<file path="config.mk">
export PLATFORM = sky130hd
export DESIGN_NAME = regfile_sb_flat
export DESIGN_NICKNAME = d
export VERILOG_FILES = /design/src/rtl/regfile_sb_if.sv /design/src/rtl/regfile_sb.sv /design/src/flat_wrapper.sv
export SDC_FILE = /design/constraint.sdc
export NUM_CORES = 2
export LEC_CHECK = 0
export ABC_AREA = 1
export CORE_MARGIN = 2
export CORE_UTILIZATION = 61
export CTS_CLUSTER_SIZE = 28
export DETAILED_ROUTE_END_ITERATION = 7
export HOLD_SLACK_MARGIN = 0.1
export PLACE_DENSITY_LB_ADDON = 0.05
export SYNTH_ARGS = -nofsm -noshare
export SYNTH_HDL_FRONTEND = slang
export SYNTH_SLANG_ARGS = --single-unit
</file>
<file path="constraint.sdc">
create_clock -name clk -period 77.3 [get_ports clk]
set_clock_uncertainty 0.2 [all_clocks]
set_input_delay 15.46 -clock clk [delete_from_list [all_inputs] [get_ports clk]]
set_output_delay 15.46 -clock clk [all_outputs]
set_load 0.01 [all_outputs]
</file>
<file path="src/rtl/regfile_sb_if.sv">
// Bus bundle between issue/writeback and the register file: read ports,
// write port, reservation request and scoreboard status.
interface regfile_sb_if #(
    parameter int XLEN  = 32,
    parameter int NREGS = 32
);
    localparam int AW = $clog2(NREGS);

    logic [AW-1:0]   rs1_addr;
    logic [XLEN-1:0] rs1_data;
    logic            rs1_busy;
    logic [AW-1:0]   rs2_addr;
    logic [XLEN-1:0] rs2_data;
    logic            rs2_busy;
    logic            we;
    logic [AW-1:0]   wr_addr;
    logic [XLEN-1:0] wr_data;
    logic            rsv_en;
    logic [AW-1:0]   rsv_addr;
    logic            rsv_ok;
    logic [AW:0]     busy_cnt;

    modport master (
        output rs1_addr, rs2_addr, we, wr_addr, wr_data, rsv_en, rsv_addr,
        input  rs1_data, rs1_busy, rs2_data, rs2_busy, rsv_ok, busy_cnt
    );

    modport slave (
        input  rs1_addr, rs2_addr, we, wr_addr, wr_data, rsv_en, rsv_addr,
        output rs1_data, rs1_busy, rs2_data, rs2_busy, rsv_ok, busy_cnt
    );
endinterface

</file>
<file path="src/rtl/regfile_sb.sv">
// Integer register file with two combinational read ports, one write port,
// x0 hardwired to zero, optional write bypass and a busy scoreboard.
module regfile_sb #(
    parameter int XLEN   = 32,
    parameter int NREGS  = 32,
    parameter int BYPASS = 1
) (
    input  logic       clk,
    input  logic       rst,
    regfile_sb_if.slave bus
);
    localparam int AW = $clog2(NREGS);

    logic [XLEN-1:0] w_regs [NREGS];
    logic [NREGS-1:0] w_busy;
    logic            w_wr_acc;
    logic            w_rsv_acc;
    logic            w_rsv_ok;
    logic            w_cnt_inc;
    logic            w_cnt_dec;
    logic [AW:0]     r_busy_cnt;

    logic [AW-1:0]   w_rd_addr [2];
    logic [XLEN-1:0] w_rd_data [2];
    logic            w_rd_busy [2];

    assign w_wr_acc  = bus.we && (bus.wr_addr != '0);
    assign w_rsv_ok  = rst || (bus.rsv_addr == '0) || !w_busy[bus.rsv_addr] ||
                       (bus.we && (bus.wr_addr == bus.rsv_addr));
    assign w_rsv_acc = bus.rsv_en && (bus.rsv_addr != '0) && w_rsv_ok;

    // Storage and busy bit per register; entry 0 is constant zero.
    genvar gi;
    generate
        for (gi = 0; gi < NREGS; gi++) begin : g_reg
            if (gi == 0) begin : g_zero
                assign w_regs[gi] = '0;
                assign w_busy[gi] = 1'b0;
            end else begin : g_arch
                logic [XLEN-1:0] r_data;
                logic            r_busy;

                always_ff @(posedge clk or posedge rst) begin
                    if (rst) begin
                        r_data <= '0;
                    end else if (w_wr_acc && (bus.wr_addr == AW'(gi))) begin
                        r_data <= bus.wr_data;
                    end
                end

                // A reservation in the same cycle as the retiring write wins.
                always_ff @(posedge clk or posedge rst) begin
                    if (rst) begin
                        r_busy <= 1'b0;
                    end else if (w_rsv_acc && (bus.rsv_addr == AW'(gi))) begin
                        r_busy <= 1'b1;
                    end else if (w_wr_acc && (bus.wr_addr == AW'(gi))) begin
                        r_busy <= 1'b0;
                    end
                end

                assign w_regs[gi] = r_data;
                assign w_busy[gi] = r_busy;
            end
        end
    endgenerate

    assign w_rd_addr[0] = bus.rs1_addr;
    assign w_rd_addr[1] = bus.rs2_addr;

    generate
        for (gi = 0; gi < 2; gi++) begin : g_rd
            always_comb begin
                w_rd_data[gi] = w_regs[w_rd_addr[gi]];
                w_rd_busy[gi] = w_busy[w_rd_addr[gi]];
                if ((BYPASS != 0) && bus.we && (bus.wr_addr == w_rd_addr[gi])) begin
                    w_rd_data[gi] = bus.wr_data;
                    w_rd_busy[gi] = 1'b0;
                end
                if (rst || (w_rd_addr[gi] == '0)) begin
                    w_rd_data[gi] = '0;
                    w_rd_busy[gi] = 1'b0;
                end
            end
        end
    endgenerate

    // Count moves only when a busy bit actually changes state.
    assign w_cnt_inc = w_rsv_acc && !w_busy[bus.rsv_addr];
    assign w_cnt_dec = w_wr_acc && w_busy[bus.wr_addr] &&
                       !(w_rsv_acc && (bus.rsv_addr == bus.wr_addr));

    always_ff @(posedge clk or posedge rst) begin
        if (rst) begin
            r_busy_cnt <= '0;
        end else if (w_cnt_inc && !w_cnt_dec) begin
            r_busy_cnt <= r_busy_cnt + 1'b1;
        end else if (w_cnt_dec && !w_cnt_inc) begin
            r_busy_cnt <= r_busy_cnt - 1'b1;
        end
    end

    assign bus.rs1_data = w_rd_data[0];
    assign bus.rs1_busy = w_rd_busy[0];
    assign bus.rs2_data = w_rd_data[1];
    assign bus.rs2_busy = w_rd_busy[1];
    assign bus.rsv_ok   = w_rsv_ok;
    assign bus.busy_cnt = r_busy_cnt;
endmodule
</file>
<file path="src/flat_wrapper.sv">
// flat-port wrapper written by rule: the top's interface ports become plain ports
module regfile_sb_flat 
#(
    parameter int XLEN   = 32,
    parameter int NREGS  = 32,
    parameter int BYPASS = 1
)
  (clk, rst, bus_rs1_addr, bus_rs2_addr, bus_we, bus_wr_addr, bus_wr_data, bus_rsv_en, bus_rsv_addr, bus_rs1_data, bus_rs1_busy, bus_rs2_data, bus_rs2_busy, bus_rsv_ok, bus_busy_cnt);
  regfile_sb_if #(.XLEN(XLEN), .NREGS(NREGS)) bus_i ();
  input  logic clk;
  input  logic rst;
  input wire logic [$bits(bus_i.rs1_addr)-1:0] bus_rs1_addr;
  input wire logic [$bits(bus_i.rs2_addr)-1:0] bus_rs2_addr;
  input wire logic [$bits(bus_i.we)-1:0] bus_we;
  input wire logic [$bits(bus_i.wr_addr)-1:0] bus_wr_addr;
  input wire logic [$bits(bus_i.wr_data)-1:0] bus_wr_data;
  input wire logic [$bits(bus_i.rsv_en)-1:0] bus_rsv_en;
  input wire logic [$bits(bus_i.rsv_addr)-1:0] bus_rsv_addr;
  output wire logic [$bits(bus_i.rs1_data)-1:0] bus_rs1_data;
  output wire logic [$bits(bus_i.rs1_busy)-1:0] bus_rs1_busy;
  output wire logic [$bits(bus_i.rs2_data)-1:0] bus_rs2_data;
  output wire logic [$bits(bus_i.rs2_busy)-1:0] bus_rs2_busy;
  output wire logic [$bits(bus_i.rsv_ok)-1:0] bus_rsv_ok;
  output wire logic [$bits(bus_i.busy_cnt)-1:0] bus_busy_cnt;
  assign bus_i.rs1_addr = bus_rs1_addr;
  assign bus_i.rs2_addr = bus_rs2_addr;
  assign bus_i.we = bus_we;
  assign bus_i.wr_addr = bus_wr_addr;
  assign bus_i.wr_data = bus_wr_data;
  assign bus_i.rsv_en = bus_rsv_en;
  assign bus_i.rsv_addr = bus_rsv_addr;
  assign bus_rs1_data = bus_i.rs1_data;
  assign bus_rs1_busy = bus_i.rs1_busy;
  assign bus_rs2_data = bus_i.rs2_data;
  assign bus_rs2_busy = bus_i.rs2_busy;
  assign bus_rsv_ok = bus_i.rsv_ok;
  assign bus_busy_cnt = bus_i.busy_cnt;
  regfile_sb #(.XLEN(XLEN), .NREGS(NREGS), .BYPASS(BYPASS)) u_core (.clk(clk), .rst(rst), .bus(bus_i));
endmodule
</file>
[After elaboration in Yosys (flattened, before gate mapping)]
Index checks and enable logic that the tools add are counted.
Operators by class
  add/subtract/negate cells: 2
  $mul: 0
  div/mod/pow operators: 0
  magnitude comparators: 6
  equality and inequality tests: 66
  shifts and indexed selects: 0
  multiplexer cells: 86
  bitwise gates (word level): 2
  reduce and logical (&&, ||, !) cells: 120
Operator list (count)
  binary-select mux 32 bit (select 5 bit): 2
  2-to-1 mux 32 bit: 8
  == test 5 bit (second input constant): 32
  == test 5 x 4 -> 1 bit (second input constant): 16
  logical AND 1 bit: 74
  2-to-1 mux 1 bit: 70
  nonzero test 2 bit: 32
  == test 5 x 3 -> 1 bit (second input constant): 8
  less-than comparator 5 x 6 -> 1 bit (second input constant): 4
  binary-select mux 1 bit (select 5 bit): 4
  == test 5 x 2 -> 1 bit (second input constant): 4
  == test 5 bit: 4
  logical NOT 5 bit: 3
  greater-or-equal comparator 6 bit (second input constant): 2
  2-to-1 mux 6 bit: 2
  NOT 5 -> 6 bit: 2
  == test 5 x 1 -> 1 bit (second input constant): 2
  nonzero test 5 bit: 2
  adder 6 x 1 -> 6 bit (second input constant): 1
  subtractor 6 x 1 -> 6 bit (second input constant): 1
  logical OR 1 bit: 5
  logical NOT 1 bit: 4
Storage, ports and cells
  register bits: 1029
  bits in latches: 0
  memory bits (writable): 0
  ROM bits: 0
  input port bits: 56
  output and inout bits: 73
  memories kept: 0

[Logic depth before layout (Yosys ltp)]
  depth after elaboration: 12
  gate-level depth with buffers: 26
  mapped depth without buffers: 23

[Worst setup path after synthesis]
No wires, ideal clock.
  path type: input to output
  start point: input rst
  end point: output bus_rs1_busy
  data arrival time: 39.913 ns
  slack: 21.727 ns
  stages: 8
  buffers on the path: 1
  path through: inv_1 nand2_2 inv_2 nand2_1 inv_2 buf_2 nand2_1 nor2_1
On the way
  cells in the longest elaborated chain, start to end: 2
Ends and longest elaborated chain
  from (decl): line flat_wrapper.sv:11  | input logic rst;
  logical OR 1 bit: line regfile_sb.sv:80  | if (rst || (w_rd_addr[gi] == '0)) begin
  2-to-1 mux 1 bit: line regfile_sb.sv:80
  to (decl): line flat_wrapper.sv:20  | output wire logic [$bits(bus_i.rs1_busy)-1:0] bus_rs1_busy;
No other way between the ends.

[Worst setup path in the final report]
  start point: input bus_rs1_addr[0]
  end point: output bus_rs1_data[31]
On the way
  cells in the longest elaborated chain, start to end: 6
  elaborated cells on any way between the ends: 10
Ends and longest elaborated chain
  from (decl): line flat_wrapper.sv:12  | input wire logic [$bits(bus_i.rs1_addr)-1:0] bus_rs1_addr;
  NOT 5 -> 6 bit (not written as such): line regfile_sb.sv:74  | w_rd_data[gi] = w_regs[w_rd_addr[gi]];
  binary-select mux 32 bit (select 5 bit): line regfile_sb.sv:74
  2-to-1 mux 32 bit (not written as such) (2 in a row): line regfile_sb.sv:74
  2-to-1 mux 32 bit: line regfile_sb.sv:76  | if ((BYPASS != 0) && bus.we && (bus.wr_addr == w_rd_addr[gi])) begin
  2-to-1 mux 32 bit (*): line regfile_sb.sv:80
  to (decl): line flat_wrapper.sv:19  | output wire logic [$bits(bus_i.rs1_data)-1:0] bus_rs1_data;
Every way passes the cells marked *; elsewhere a longest branch is shown, timed or not. The select of a mux whose other input is x is not followed.

==> out/qor.yml <==
setup_violations: 0
cpMaxStageDelayCell: "buf_4"
num_io_pins: 129
start_kind: "primary input"
avgSynthCellArea_um2: 7.09
async_reset_ff_frac: 1.00
cts_resized: 0
yosysTopAreaCellShare: 0.439
avgViaCountPerCell: 6.65
h-tree-depth: 3
post-cts-setup-buffers: 0
final_nets: 7882
port-buffer-count: 128
vdd_drop_max_mv: 0.0262
synthTopCellsByArea: "dfrtp_1, nand2_1, o21ai_0, nand3_1, a21oi_1"
yosysSeqAreaShare: 0.439
yosys_warnings: 0
p_leak_nw: 29.4
hpwl_um: 121000
antenna_found_initial: 9
run_status: "finished, final reports clean"
tns_ns: 0
drc_errors: 0
place_inst: 8970
arrival_ns: 20.56
drt_wl_total_um: 235000
synth_top_cell_by_area: "dfrtp_1"
fin_cells: 9186
fin_crit_sh: 0.469
rows: 113
critPathKind: "primary input to primary output"
synthCells: 8265
dr.pass1.iters: 8
grt_pass1_vias: 55800
die_h_um: 314
holdBufCountCts: 0
clock_latency_ns: 0.74
drv_slew: 0
ant_nets: 0
crit_chain: "buf_8, buf_12, inv_8, buf_4, buf_4, nand2_1, nand3_1, o211ai_1, nand3_1, nand3_1, nand3_1, nand2_1, inv_1, clkdlybuf4s50_1"
start_util: 0.616
grt_setup_unrepaired: "no"
hold_class: "flop to flop"
cts_buffers: 113
die_area_mm2: 0.0986
clk_pin_slew_ns: 0.06
syn2layout_area_growth_pct: 7.83
required_ns: 61.64
synth_fp_nets: 8327
drt_first_iter_violations: 10600
path_max_fanout: 177
cp_slowest_stage_delay_ns: 0.87
grt_overflow: 0
endpoint_kind: "primary output"
grt_max_degree: 178
clockBufferDepth: 3
slew_headroom: 0.123
synth_cell_types: 33
cts_tree: "done"
path_common_cell: "nand3_1"
core_area_mm2: 0.0952
place_congestion: 0.948
syn_area_mm2: 0.0586
synth_seq_cells: 1029
powerDensity_mw_per_mm2: 25.7
synth-edff-count: 0
period_minus_slack_ns: 36.22
die_x_um: 314
cap_violations: 0
cts_sinks: 1029
drive_gt1_frac: 0.0524
wl_per_cell_um: 25.6
grt_pass1_wl_um: 350000
max_freq_ghz: 0.0276
yosys_most_used_dff: "dfrtp_1"
vias: 61100
root_buffer: "clkbuf_16"
grt_use_total: 0.469
worstMarginPinSlew_ns: 1.32
hold_violations: 0
-- worst max-delay path, delay by kind of cell --
kind	cells	cell delay (ns)
buffers and inverters	7	3.64
AO/OA/AOI/OAI	1	0.11
AND/OR/NAND/NOR	6	0.83
-- state kept, by name, indices dropped and copies added (netlist names) --
signal and cells:
u_core.bus.busy_cnt 6, u_core.g.g_arch.r_busy 31, u_core.g.g_arch.r_data 992
-- layout by cell type (no fill, tap or decap), drive strengths merged, types with 4 or more instances in the layout --
| master | count |
|---|---|
| a21oi | 616 |
| a31oi | 16 |
| buf | 96 |
| bufinv | 11 |
| clkbuf | 165 |
| clkdlybuf4s50 | 118 |
| clkinv | 30 |
| clkinvlp | 6 |
| dfrtp | 1029 |
| diode | 4 |
| ha | 5 |
| inv | 538 |
| nand2 | 2140 |
| nand3 | 941 |
| nand4 | 9 |
| nor2 | 325 |
| nor3 | 13 |
| o211ai | 301 |
| o21ai | 1467 |
| o22ai | 13 |
| or2 | 66 |
| xnor2 | 4 |
-- stage by stage --
stage	total power, mW	setup slack [ns]	hold slack, ns	cell area (um^2)	utilization
4_1_cts	1.61	41.55	0.287	63200	0.664
2_1_floorplan	0.940	21.73	0.249	58600	-
6_report	1.63	41.08	0.282	63200	0.664
3_5_place_dp	1.04	41.54	0.272	59200	0.622
5_1_grt	1.70	41.12	0.301	63200	0.664
3_3_place_gp	1.03	41.58	0.264	59200	0.622
-- logic make-up (layout without fill, tap and decap cells) --
| family | Yosys count | after routing | share of synthesized area |
|---|---|---|---|
| AND/OR/NAND/NOR | 3495 | 3495 | 0.248 |
| buffers and inverters | 1312 | 964 | 0.0904 |
| other | 0 | 4 | 0 |
| flip-flops | 1029 | 1029 | 0.439 |
| adder cells (fa/ha/maj) | 6 | 6 | 0.00141 |
| AO/OA/AOI/OAI | 2417 | 2417 | 0.220 |
| XOR/XNOR | 6 | 6 | 0.000896 |
-- worst paths after layout --
path | slack [ns] | endpoint | from | cells after the start
min in group asynchronous | 14.96 | u_core.g_reg[17].g_arch.r_data[17]$_DFFE_PP0P_ | rst | 2
max | 41.08 | bus_rs1_data[31] | bus_rs1_addr[0] | 14
min | 0.28 | u_core.g_reg[28].g_arch.r_data[10]$_DFFE_PP0P_ | u_core.g_reg[28].g_arch.r_data[10]$_DFFE_PP0P_ | 2
max reg2reg | 73.59 | u_core.bus.busy_cnt[5]$_DFFE_PP0P_ | u_core.g_reg[4].g_arch.r_busy$_DFFE_PP0P_ | 22
max in group asynchronous | 58.75 | u_core.g_reg[15].g_arch.r_data[5]$_DFFE_PP0P_ | rst | 5
min reg2reg | 0.28 | u_core.g_reg[28].g_arch.r_data[10]$_DFFE_PP0P_ | u_core.g_reg[28].g_arch.r_data[10]$_DFFE_PP0P_ | 2
-- routing by layer --
| layer | vias to the layer above | track usage | part of all wire |
|---|---|---|---|
| met5 | - | 0 | 0.00012 |
| met1 | 28500 | 0.623 | 0.37 |
| met4 | 4 | 0.288 | 0.072 |
| met3 | 1099 | 0.139 | 0.15 |
| met2 | 4800 | 0.677 | 0.41 |
| li1 | 26600 | - | - |
-- report_power, final --
group          switching [mW]  internal [mW]
Clock                   0.239          0.339
Combinational           0.214          0.115
Sequential             0.0765          0.642
Total                   0.530           1.10
-- synth_stat cells (2+ instances only) --
cell type and n:
ha_1 5, inv_1 523, inv_2 12, dfrtp_1 1029, nand4_1 8, nor3_1 12
buf_4 12, nor2_1 324, buf_2 265, clkbuf_1 408, a31oi_1 16, nand2_2 3
o22ai_1 13, nand2_1 2137, nand3_1 940, o211ai_1 301, a21oi_1 616, xor2_1 2
clkinv_1 3, or2_2 66, o21ai_0 1467, buf_1 89, xnor2_1 4
-- layout make-up --
cell class                      instances  area [um^2]
Multi-Input combinational cell       5924        27800
Fill cell                            8326        31900
Clock inverter                         47          622
Antenna cell                            4         10.0
Sequential cell                      1029        25700
Clock buffer                          165         3360
Tap cell                             1265         1580
Inverter                              538         2070
Timing Repair Buffer                  214         1990
No activity file was read; power rests on OpenSTA's default activity.
